File: src/rtl/pcpi_approx_simd_mul.sv
// PCPI co-processor: packed SIMD truncated unsigned multiply with lane packing,
// dot-product accumulate and a multi-cycle IDLE/CALC/DONE/COOL handshake.
module pcpi_approx_simd_mul #(
    parameter int LANE_W = 8,
    parameter int PAR    = 1,
    parameter int TRUNC  = 4
) (
    input  logic        clk,
    input  logic        reset,
    input  logic        pcpi_valid,
    input  logic [31:0] pcpi_insn,
    input  logic [31:0] pcpi_rs1,
    input  logic [31:0] pcpi_rs2,
    output logic        pcpi_wr,
    output logic [31:0] pcpi_rd,
    output logic        pcpi_wait,
    output logic        pcpi_ready
);
    localparam int LANES = 32 / LANE_W;
    localparam int N     = LANES / PAR;
    localparam int IDX_W = (N > 1) ? $clog2(N) : 1;
    localparam int PW    = 2 * LANE_W;

    typedef enum logic [1:0] {IDLE, CALC, DONE, COOL} state_t;

    state_t             state, state_nx;
    logic [2:0]         funct3_q;
    logic [31:0]        rs1_q, rs2_q;
    logic [IDX_W-1:0]   idx;
    logic [PW-1:0]      prod [LANES];
    logic [31:0]        acc, acc_nx, rd_q, rd_nx;
    logic [LANES*PW-1:0]     all_p;
    logic [LANES*LANE_W-1:0] lo_p, hi_p;
    logic [31:0]        psum;
    logic               claim, last;
    logic               unused_insn;

    // Partial products a_i*b_j whose column i+j falls below TRUNC are dropped.
    function automatic logic [PW-1:0] trunc_mul(input logic [LANE_W-1:0] a,
                                                input logic [LANE_W-1:0] b);
        logic [PW-1:0] s;
        s = '0;
        for (int i = 0; i < LANE_W; i++)
            for (int j = 0; j < LANE_W; j++)
                if ((i + j) >= TRUNC && a[i] && b[j])
                    s = s + (PW'(1) << (i + j));
        return s;
    endfunction

    assign claim = pcpi_valid && (pcpi_insn[6:0] == 7'b0001011)
                && (pcpi_insn[31:25] == 7'b0000011) && (pcpi_insn[14:12] <= 3'b100);
    assign last  = (idx == IDX_W'(N - 1));
    assign unused_insn = ^{pcpi_insn[24:15], pcpi_insn[11:7]};

    always_ff @(posedge clk or posedge reset) begin
        if (reset) state <= IDLE;
        else       state <= state_nx;
    end

    always_comb begin
        state_nx = state;
        case (state)
            IDLE:    if (claim) state_nx = CALC;
            CALC:    if (!pcpi_valid) state_nx = IDLE;
                     else if (last)   state_nx = DONE;
            DONE:    state_nx = COOL;
            COOL:    state_nx = IDLE;
            default: state_nx = IDLE;
        endcase
    end

    always_comb begin
        pcpi_wait  = (state == CALC);
        pcpi_ready = (state == DONE);
        pcpi_wr    = (state == DONE);
        pcpi_rd    = (state == DONE) ? rd_nx : rd_q;
    end

    // Control state: lane index, accumulator and held result
    always_ff @(posedge clk or posedge reset) begin
        if (reset) begin
            idx  <= '0;
            acc  <= '0;
            rd_q <= '0;
        end else begin
            case (state)
                IDLE:    if (claim) idx <= '0;
                CALC:    idx <= idx + IDX_W'(1);
                DONE: begin
                    acc  <= acc_nx;
                    rd_q <= rd_nx;
                end
                default: ;
            endcase
        end
    end

    // Operand latch and PAR-lanes-per-cycle product file
    always_ff @(posedge clk) begin
        if (state == IDLE && claim) begin
            funct3_q <= pcpi_insn[14:12];
            rs1_q    <= pcpi_rs1;
            rs2_q    <= pcpi_rs2;
        end
        if (state == CALC)
            for (int k = 0; k < LANES; k++)
                if (IDX_W'(k / PAR) == idx)
                    prod[k] <= trunc_mul(rs1_q[k*LANE_W +: LANE_W], rs2_q[k*LANE_W +: LANE_W]);
    end

    always_comb begin
        all_p = '0;
        lo_p  = '0;
        hi_p  = '0;
        psum  = '0;
        for (int k = 0; k < LANES; k++) begin
            all_p[k*PW +: PW]         = prod[k];
            lo_p[k*LANE_W +: LANE_W]  = prod[k][LANE_W-1:0];
            hi_p[k*LANE_W +: LANE_W]  = prod[k][PW-1:LANE_W];
            psum                      = psum + 32'(prod[k]);
        end
        acc_nx = acc;
        rd_nx  = '0;
        case (funct3_q)
            3'b000: rd_nx = all_p[31:0];
            3'b001: rd_nx = lo_p;
            3'b010: rd_nx = hi_p;
            3'b011: begin
                rd_nx  = acc + psum;
                acc_nx = acc + psum;
            end
            3'b100: begin
                rd_nx  = acc;
                acc_nx = '0;
            end
            default: rd_nx = '0;
        endcase
    end
endmodule
File: config.mk
export PLATFORM = sky130hd
export DESIGN_NAME = pcpi_approx_simd_mul
export DESIGN_NICKNAME = d
export VERILOG_FILES = /design/src/rtl/pcpi_approx_simd_mul.sv
export SDC_FILE = /design/constraint.sdc
export NUM_CORES = 1
export LEC_CHECK = 0
export CORE_MARGIN = 8
export CORE_UTILIZATION = 50
export DETAILED_ROUTE_END_ITERATION = 7
export PLACE_DENSITY = 0.64
export SYNTH_ARGS = -nofsm -noshare
export SYNTH_HDL_FRONTEND = slang
export SYNTH_SLANG_ARGS = --single-unit
File: constraint.sdc
create_clock -name clk -period 34.4 [get_ports clk]
set_input_delay 6.88 -clock clk [delete_from_list [all_inputs] [get_ports clk]]
set_output_delay 6.88 -clock clk [all_outputs]
set_load 0.1 [all_outputs]
==> results of run 1 <==
-- worst paths after layout --
path,from,to,depth (start not counted)
max,rs2_q[21]$_DFFE_PP_,prod[2][15]$_DFFE_PP_,92
min,rd_q[0]$_DFF_PP0_,rd_q[0]$_DFF_PP0_,2
max reg2reg,rs2_q[21]$_DFFE_PP_,prod[2][15]$_DFFE_PP_,92
min reg2reg,rd_q[0]$_DFF_PP0_,rd_q[0]$_DFF_PP0_,2
max in group asynchronous,reset,rd_q[5]$_DFF_PP0_,3
min in group asynchronous,reset,rd_q[29]$_DFF_PP0_,3
-- cell families after synthesis --
logic type | share of synthesized area
flip-flops | 0.109
buffers and inverters | 0.0503
AND/OR/NAND/NOR | 0.289
AO/OA/AOI/OAI | 0.206
adder cells (fa/ha/maj) | 0.0765
multiplexers | 0.0570
XOR/XNOR | 0.212
-- per-layer routing --
layer	track usage	vias to the layer above
met5	0	-
met2	0.378	913
met3	0.0254	146
li1	-	21456
met4	0.0584	0
met1	0.312	20260
-- area by class of cell --
cell class	instances	share of cell area
diodes	1	0.0000519
clock buffers	17	0.00883
clock inverters	15	0.00353
inverters	204	0.0159
multi-input cells	5232	0.807
flip-flops and latches	179	0.105
well taps	1186	0.0308
repair buffers	149	0.0293
-- through the flow --
| step | worst slack [ns] | area, um^2 | cells | power (W) | utilization |
|---|---|---|---|---|---|
| final | 11.86 | 48200 | 6983 | 0.000454 | 0.526 |
| after global routing | 10.26 | 48200 | 6982 | 0.000468 | 0.526 |
| after CTS | 11.90 | 48200 | 6982 | 0.000461 | 0.526 |
| after detailed placement | 12.08 | 47600 | 6950 | 0.000248 | 0.519 |
| after global placement | 12.34 | 47600 | 6950 | 0.000248 | 0.519 |
| after floorplan | 15.07 | 46200 | 5887 | 0.000236 | - |
-- state kept, by name (all words and copies together), names as in the netlist --
register and cells:
funct3_q 3, rd_q 32, prod 48, idx 2, rs1_q 32, state 2
acc 28, rs2_q 32
-- report_power, final --
group | switching (W) | internal (W) | total (W)
Sequential | 0.0000000148 | 0.000228 | 0.000228
Combinational | 0.00000562 | 0.00000945 | 0.0000151
Clock | 0.000108 | 0.000103 | 0.000211
-- cell usage in the layout, fill, tap and decap left out, drive strengths merged, types with 74 or more instances in the layout --
cell type        n
nand2          706
xnor2          528
nor2           433
nand3          328
o21ai          305
a21oi          291
xor2           228
ha             218
inv            209
nor3           183
and3           158
and2           154
mux2i          153
clkdlybuf4s50  118
edfxtp         115
nand4          108
xnor3           85
mux2            75
a31oi           74
-- worst register-to-register path, delay by kind of cell, from the launching register on --
| family | cells | cell delay, ns |
|---|---|---|
| muxes | 4 | 1.35 |
| DFF | 1 | 0.32 |
| AOI/OAI and AO/OA | 10 | 2.45 |
| adders and majority gates | 16 | 4.23 |
| and+or+nand+nor | 22 | 4.82 |
| buffers and inverters | 8 | 1.06 |
| xor gates and xnor gates | 32 | 8.04 |
==> metrics.md, run 1 <==
| Metric | Value |
|---|---|
| Crit path max-delay family | `XOR/XNOR gates` |
| Num ports | `134` |
| Max-cap viol count | `0` |
| Setup TNS Final | `0 ns` |
| Post-route ant nets | `0` |
| WL/cell | `17.4 um` |
| Flop-to-flop setup slack | `11.86 ns` |
| Clock latency on the worst-skew pair | `0.49 ns` |
| P_leak | `18.6 nW` |
| Worst setup SP type | `register` |
| H-tree levels | `4` |
| Worst hold path class | `register to register` |
| CTS tree | `built` |
| RSZ-0062 raised after global routing | `no` |
| Worst stage delay on the critical path | `0.64 ns` |
| Peak fanout along the critical path | `31` |
| Most frequent cell after synthesis | `nand2_1` |
| Initial Util | `0.504` |
| DRC viols | `1` |
| Die Y | `320 um` |
| Yosys top cell by area | `xnor2_1` |
| Share of the synthesized area in the top cell type | `0.0883` |
| Port Buffer Count | `118` |
| Maximum vdd drop | `0.0000398 V` |
| Slew Limit Fails | `0` |
| Multi-input gate area | `38900 um^2` |
| Pre-antenna DRT Iters | `8` |
| Min Tclk post-route | `22.54 ns` |
| Number of setup buffers added after CTS | `0` |
| CTS Buf Count | `17` |
| Slowest-stage cell, CP | `or4_1` |
| Overall Global Routing Usage | `0.227` |
| Power Dens Cells | `9.43 nW/um^2` |
| Critical path buffers and inverters | `8` |
| Longest Clk Path Bufs | `2` |
| #FFs+latches synth | `179` |
| Async set or reset register ratio after synthesis | `0.358` |
| Slew at the pin with the worst max-slew slack | `1.18 ns` |
| EDFF count, synth | `115` |
| Syn Std Cell Area | `46200 um^2` |
| Yosys warning total | `0` |
| Synth cell count leaders | `nand2_1, xnor2_1, nor2_1` |
| PostCTS Resize Cnt | `0` |
| Worst path required time | `34.64 ns` |
| GPL Wtd Cong | `0.890` |
| Setup CP Type | `register to register` |
| Final Skew | `0.0182 ns` |
| Final period util | `0.655` |
| Dominant cells by area after synthesis | `xnor2_1, edfxtp_1, ha_1` |
| Mean Syn Cell Area | `7.85 um^2` |
| DRT met1 WL | `57800 um` |
| Max Fclk | `44.4 MHz` |
| Worst setup EP type | `register` |
| Top routing layer in use | `met4` |
| Layout cell share with drive strength beyond 1 | `0.0975` |
| Root buffer cell | `clkbuf_16` |
| Syn-to-layout area delta | `4.22%` |
| Initial antenna violation count | `1` |
| Via Count | `42775` |
| Die area | `102000 um^2` |
| Seq/Total Area, Yosys | `0.109` |
| WL met3 | `5100 um` |
| Clk slew on worst S/H paths | `0.08 ns` |
| First-pass GRT wire length | `200000 um` |
| DR iter-0 viols | `2725` |
| DP HPWL | `95100 um` |
| Worst hold slack | `0.474 ns` |
| Most frequent cell on the critical path | `xnor2_1` |
| # rows | `111` |
| Ys flop type | `edfxtp_1` |
| CTS Hold Bufs | `0` |
| Register area | `5050 um^2` |
| Slew headroom | `0.209` |
| Worst EP arrival | `22.77 ns` |
| Outcome | `finished with violations` |
| Post-DR vias/cell | `6.13` |
| Post-Syn Nets | `6239` |
| Post-Syn Instances | `5887` |
| Final hold vios | `0` |
| Layout Nets | `6135` |
| Met2 Wirelength | `55800 um` |
| Die width | `320 um` |
| Core area | `91700 um^2` |
| Fillers | `8800` |
| Total Wirelength | `122000 um` |
| Failing checks | `design-rule violations` |
| Post-synth cell types | `182` |
| Vias in the first global route | `39428` |
| Final Setup Violations | `0` |
| Largest net degree at the start of global routing | `65` |
| Grt ovf | `0` |
| Clock sinks | `179` |
Power figures use the tool's default switching activity.
==> run 2, diff against run 1 <==
--- a/config.mk
+++ b/config.mk
@@ -8,7 +8,7 @@
 export CORE_MARGIN = 8
 export CORE_UTILIZATION = 50
 export DETAILED_ROUTE_END_ITERATION = 7
-export PLACE_DENSITY = 0.64
+export PLACE_DENSITY = 0.66
 export SYNTH_ARGS = -nofsm -noshare
 export SYNTH_HDL_FRONTEND = slang
 export SYNTH_SLANG_ARGS = --single-unit
==> constraint.sdc (replaced) <==
create_clock -name clk -period 19.6 [get_ports clk]
set_input_delay 3.92 -clock clk [delete_from_list [all_inputs] [get_ports clk]]
set_output_delay 3.92 -clock clk [all_outputs]
set_load 0.1 [all_outputs]
==> run 2 against run 1 <==
- the run now ends clean
- final cell count grew 4.0%
- critical path depth grew 3
- fmax rose by 20%
- cell area up 7.3%
- count of clock-buffer cells in the layout is 4 higher
- critical path type unchanged
- largest cell class unchanged
- highest routed layer unchanged
==> metrics.md, run 2 (synthesis gave the netlist of run 1 again) <==
| Metric | Value |
|---|---|
| Die width | `320 um` |
| Pre-antenna DRT Iters | `6` |
| Layout Nets | `6413` |
| Clock latency on the worst-skew pair | `0.47 ns` |
| Worst path required time | `19.83 ns` |
| Vias in the first global route | `40721` |
| Most frequent cells in the layout | `nand2_1, nor2_1, xnor2_1` |
| CTS Buf Count | `17` |
| # rows | `111` |
| Num ports | `134` |
| Initial Util | `0.504` |
| H-tree levels | `4` |
| Worst stage delay on the critical path | `0.57 ns` |
| Commonest non-fill, non-tap cell in the layout | `nand2_1` |
| WL/cell | `17.3 um` |
| Power Dens Cells | `15.2 nW/um^2` |
| Core area | `91700 um^2` |
| Overall Global Routing Usage | `0.231` |
| Setup CP Type | `register to register` |
| RSZ-0062 raised after global routing | `yes` |
| Clk slew on worst S/H paths | `0.08 ns` |
| Worst setup EP type | `register` |
| Hold Crit Start | `rd_q[2]$_DFF_PP0_` |
| Slew headroom | `0.224` |
| Fillers | `8498` |
| CTS tree | `built` |
| Clock sinks | `179` |
| Port Buffer Count | `118` |
| Worst hold slack | `0.471 ns` |
| DP HPWL | `97200 um` |
| R2R Path Start | `rs2_q[20]$_DFFE_PP_` |
| Die area | `102000 um^2` |
| Largest net degree at the start of global routing | `65` |
| Worst hold path class | `register to register` |
| Die Y | `320 um` |
| DRC viols | `0` |
| Grt ovf | `0` |
| Initial antenna violation count | `0` |
| Max reg flops | `48` |
| Setup TNS Final | `0 ns` |
| First-pass GRT wire length | `204000 um` |
| Total Wirelength | `126000 um` |
| Final Skew | `0.0167 ns` |
| Slowest-stage cell, CP | `a211oi_1` |
| Post-route ant nets | `0` |
| Root buffer cell | `clkbuf_16` |
| Most frequent cell on the critical path | `xnor2_1` |
| Worst setup path startpoint | `rs2_q[20]$_DFFE_PP_` |
| Final hold vios | `0` |
| Outcome | `complete, no violations` |
| Slew Limit Fails | `0` |
| Worst EP arrival | `19.02 ns` |
| Peak fanout along the critical path | `30` |
| Layout cell share with drive strength beyond 1 | `0.173` |
| Worst setup SP type | `register` |
| GPL Wtd Cong | `0.902` |
| Via Count | `44126` |
| Maximum vdd drop | `0.0000484 V` |
| Final Setup Violations | `0` |
| Max-cap viol count | `0` |
| Largest register by flop count | `prod` |
| Syn-to-layout area delta | `11.8%` |
| Max Fclk | `53.2 MHz` |
| Final period util | `0.959` |
| Min Tclk post-route | `18.80 ns` |
| DR iter-0 viols | `3194` |
| Post-DR vias/cell | `6.08` |
| Longest Clk Path Bufs | `2` |
| Slew at the pin with the worst max-slew slack | `1.16 ns` |
| P_leak | `20.5 nW` |
[run 2: cell type report]
| class | count | area (um^2) | area share |
|---|---|---|---|
| clock buffers | 21 | 462 | 0.00893 |
| clock inverters | 11 | 115 | 0.00223 |
| flip-flops and latches | 179 | 5050 | 0.0978 |
| well taps | 1186 | 1480 | 0.0287 |
| repair buffers | 427 | 3500 | 0.0677 |
| diodes | 1 | 2.50 | 0.0000484 |
| inverters | 204 | 768 | 0.0149 |
| multi-input cells | 5232 | 40300 | 0.780 |
[run 2: critical path: cells and delay by family, from the launching register on]
| kind | cells | cell delay, ns |
|---|---|---|
| compound gates | 16 | 3.43 |
| xor+xnor | 34 | 6.92 |
| fa+ha+maj | 14 | 3.33 |
| buf+inv | 8 | 1.04 |
| flops | 1 | 0.36 |
| mux | 1 | 0.34 |
| simple gates | 22 | 3.07 |
[run 2: worst paths after layout]
check,to,slack (ns),depth (start not counted)
hold / removal,rd_q[2]$_DFF_PP0_,0.47,2
setup reg to reg,prod[2][15]$_DFFE_PP_,0.80,95
setup / recovery,prod[2][15]$_DFFE_PP_,0.80,95
max in group asynchronous,idx[1]$_DFFE_PP0P_,14.97,3
min in group asynchronous,rd_q[29]$_DFF_PP0_,4.03,3
hold reg to reg,rd_q[2]$_DFF_PP0_,0.47,2
[run 2: layer usage]
layer | global-route usage | routed length, um
met1 | 0.318 | 59300
met2 | 0.389 | 58900
met3 | 0.0174 | 4820
met4 | 0.0593 | 2850
met5 | 0 | 0
[run 2: report_power, final]
group / total [W] / switching (W) / internal (W) / leakage [nW]
clock: 0.000359 / 0.000172 / 0.000186 / 0.284
combinational: 0.0000275 / 0.0000104 / 0.0000171 / 18.3
sequential: 0.000400 / 0.0000000253 / 0.000400 / 1.93
[run 2: per-stage QoR]
step | instances | setup WS, ns | area (um^2) | power, W | utilization
final | 7261 | 0.803 | 51700 | 0.000787 | 0.564
after global routing | 7260 | -0.185 | 51700 | 0.000808 | 0.564
after CTS | 7181 | 0.00192 | 49800 | 0.000796 | 0.543
after detailed placement | 7147 | -0.205 | 49100 | 0.000436 | 0.535
after global placement | 7147 | -0.0410 | 49100 | 0.000435 | 0.535
after floorplan | 5887 | 0.275 | 46200 | 0.000415 | -
[run 2: timing repair]
item / 4_1_cts / 5_1_grt
setup endpoints to repair: 3 / 5
pin swaps: 5 / 140
gates resized for setup: 20 / 237
hold endpoints to repair: 0 / 0
setup buffers: 2 / 79
hold buffers: 0 / 0
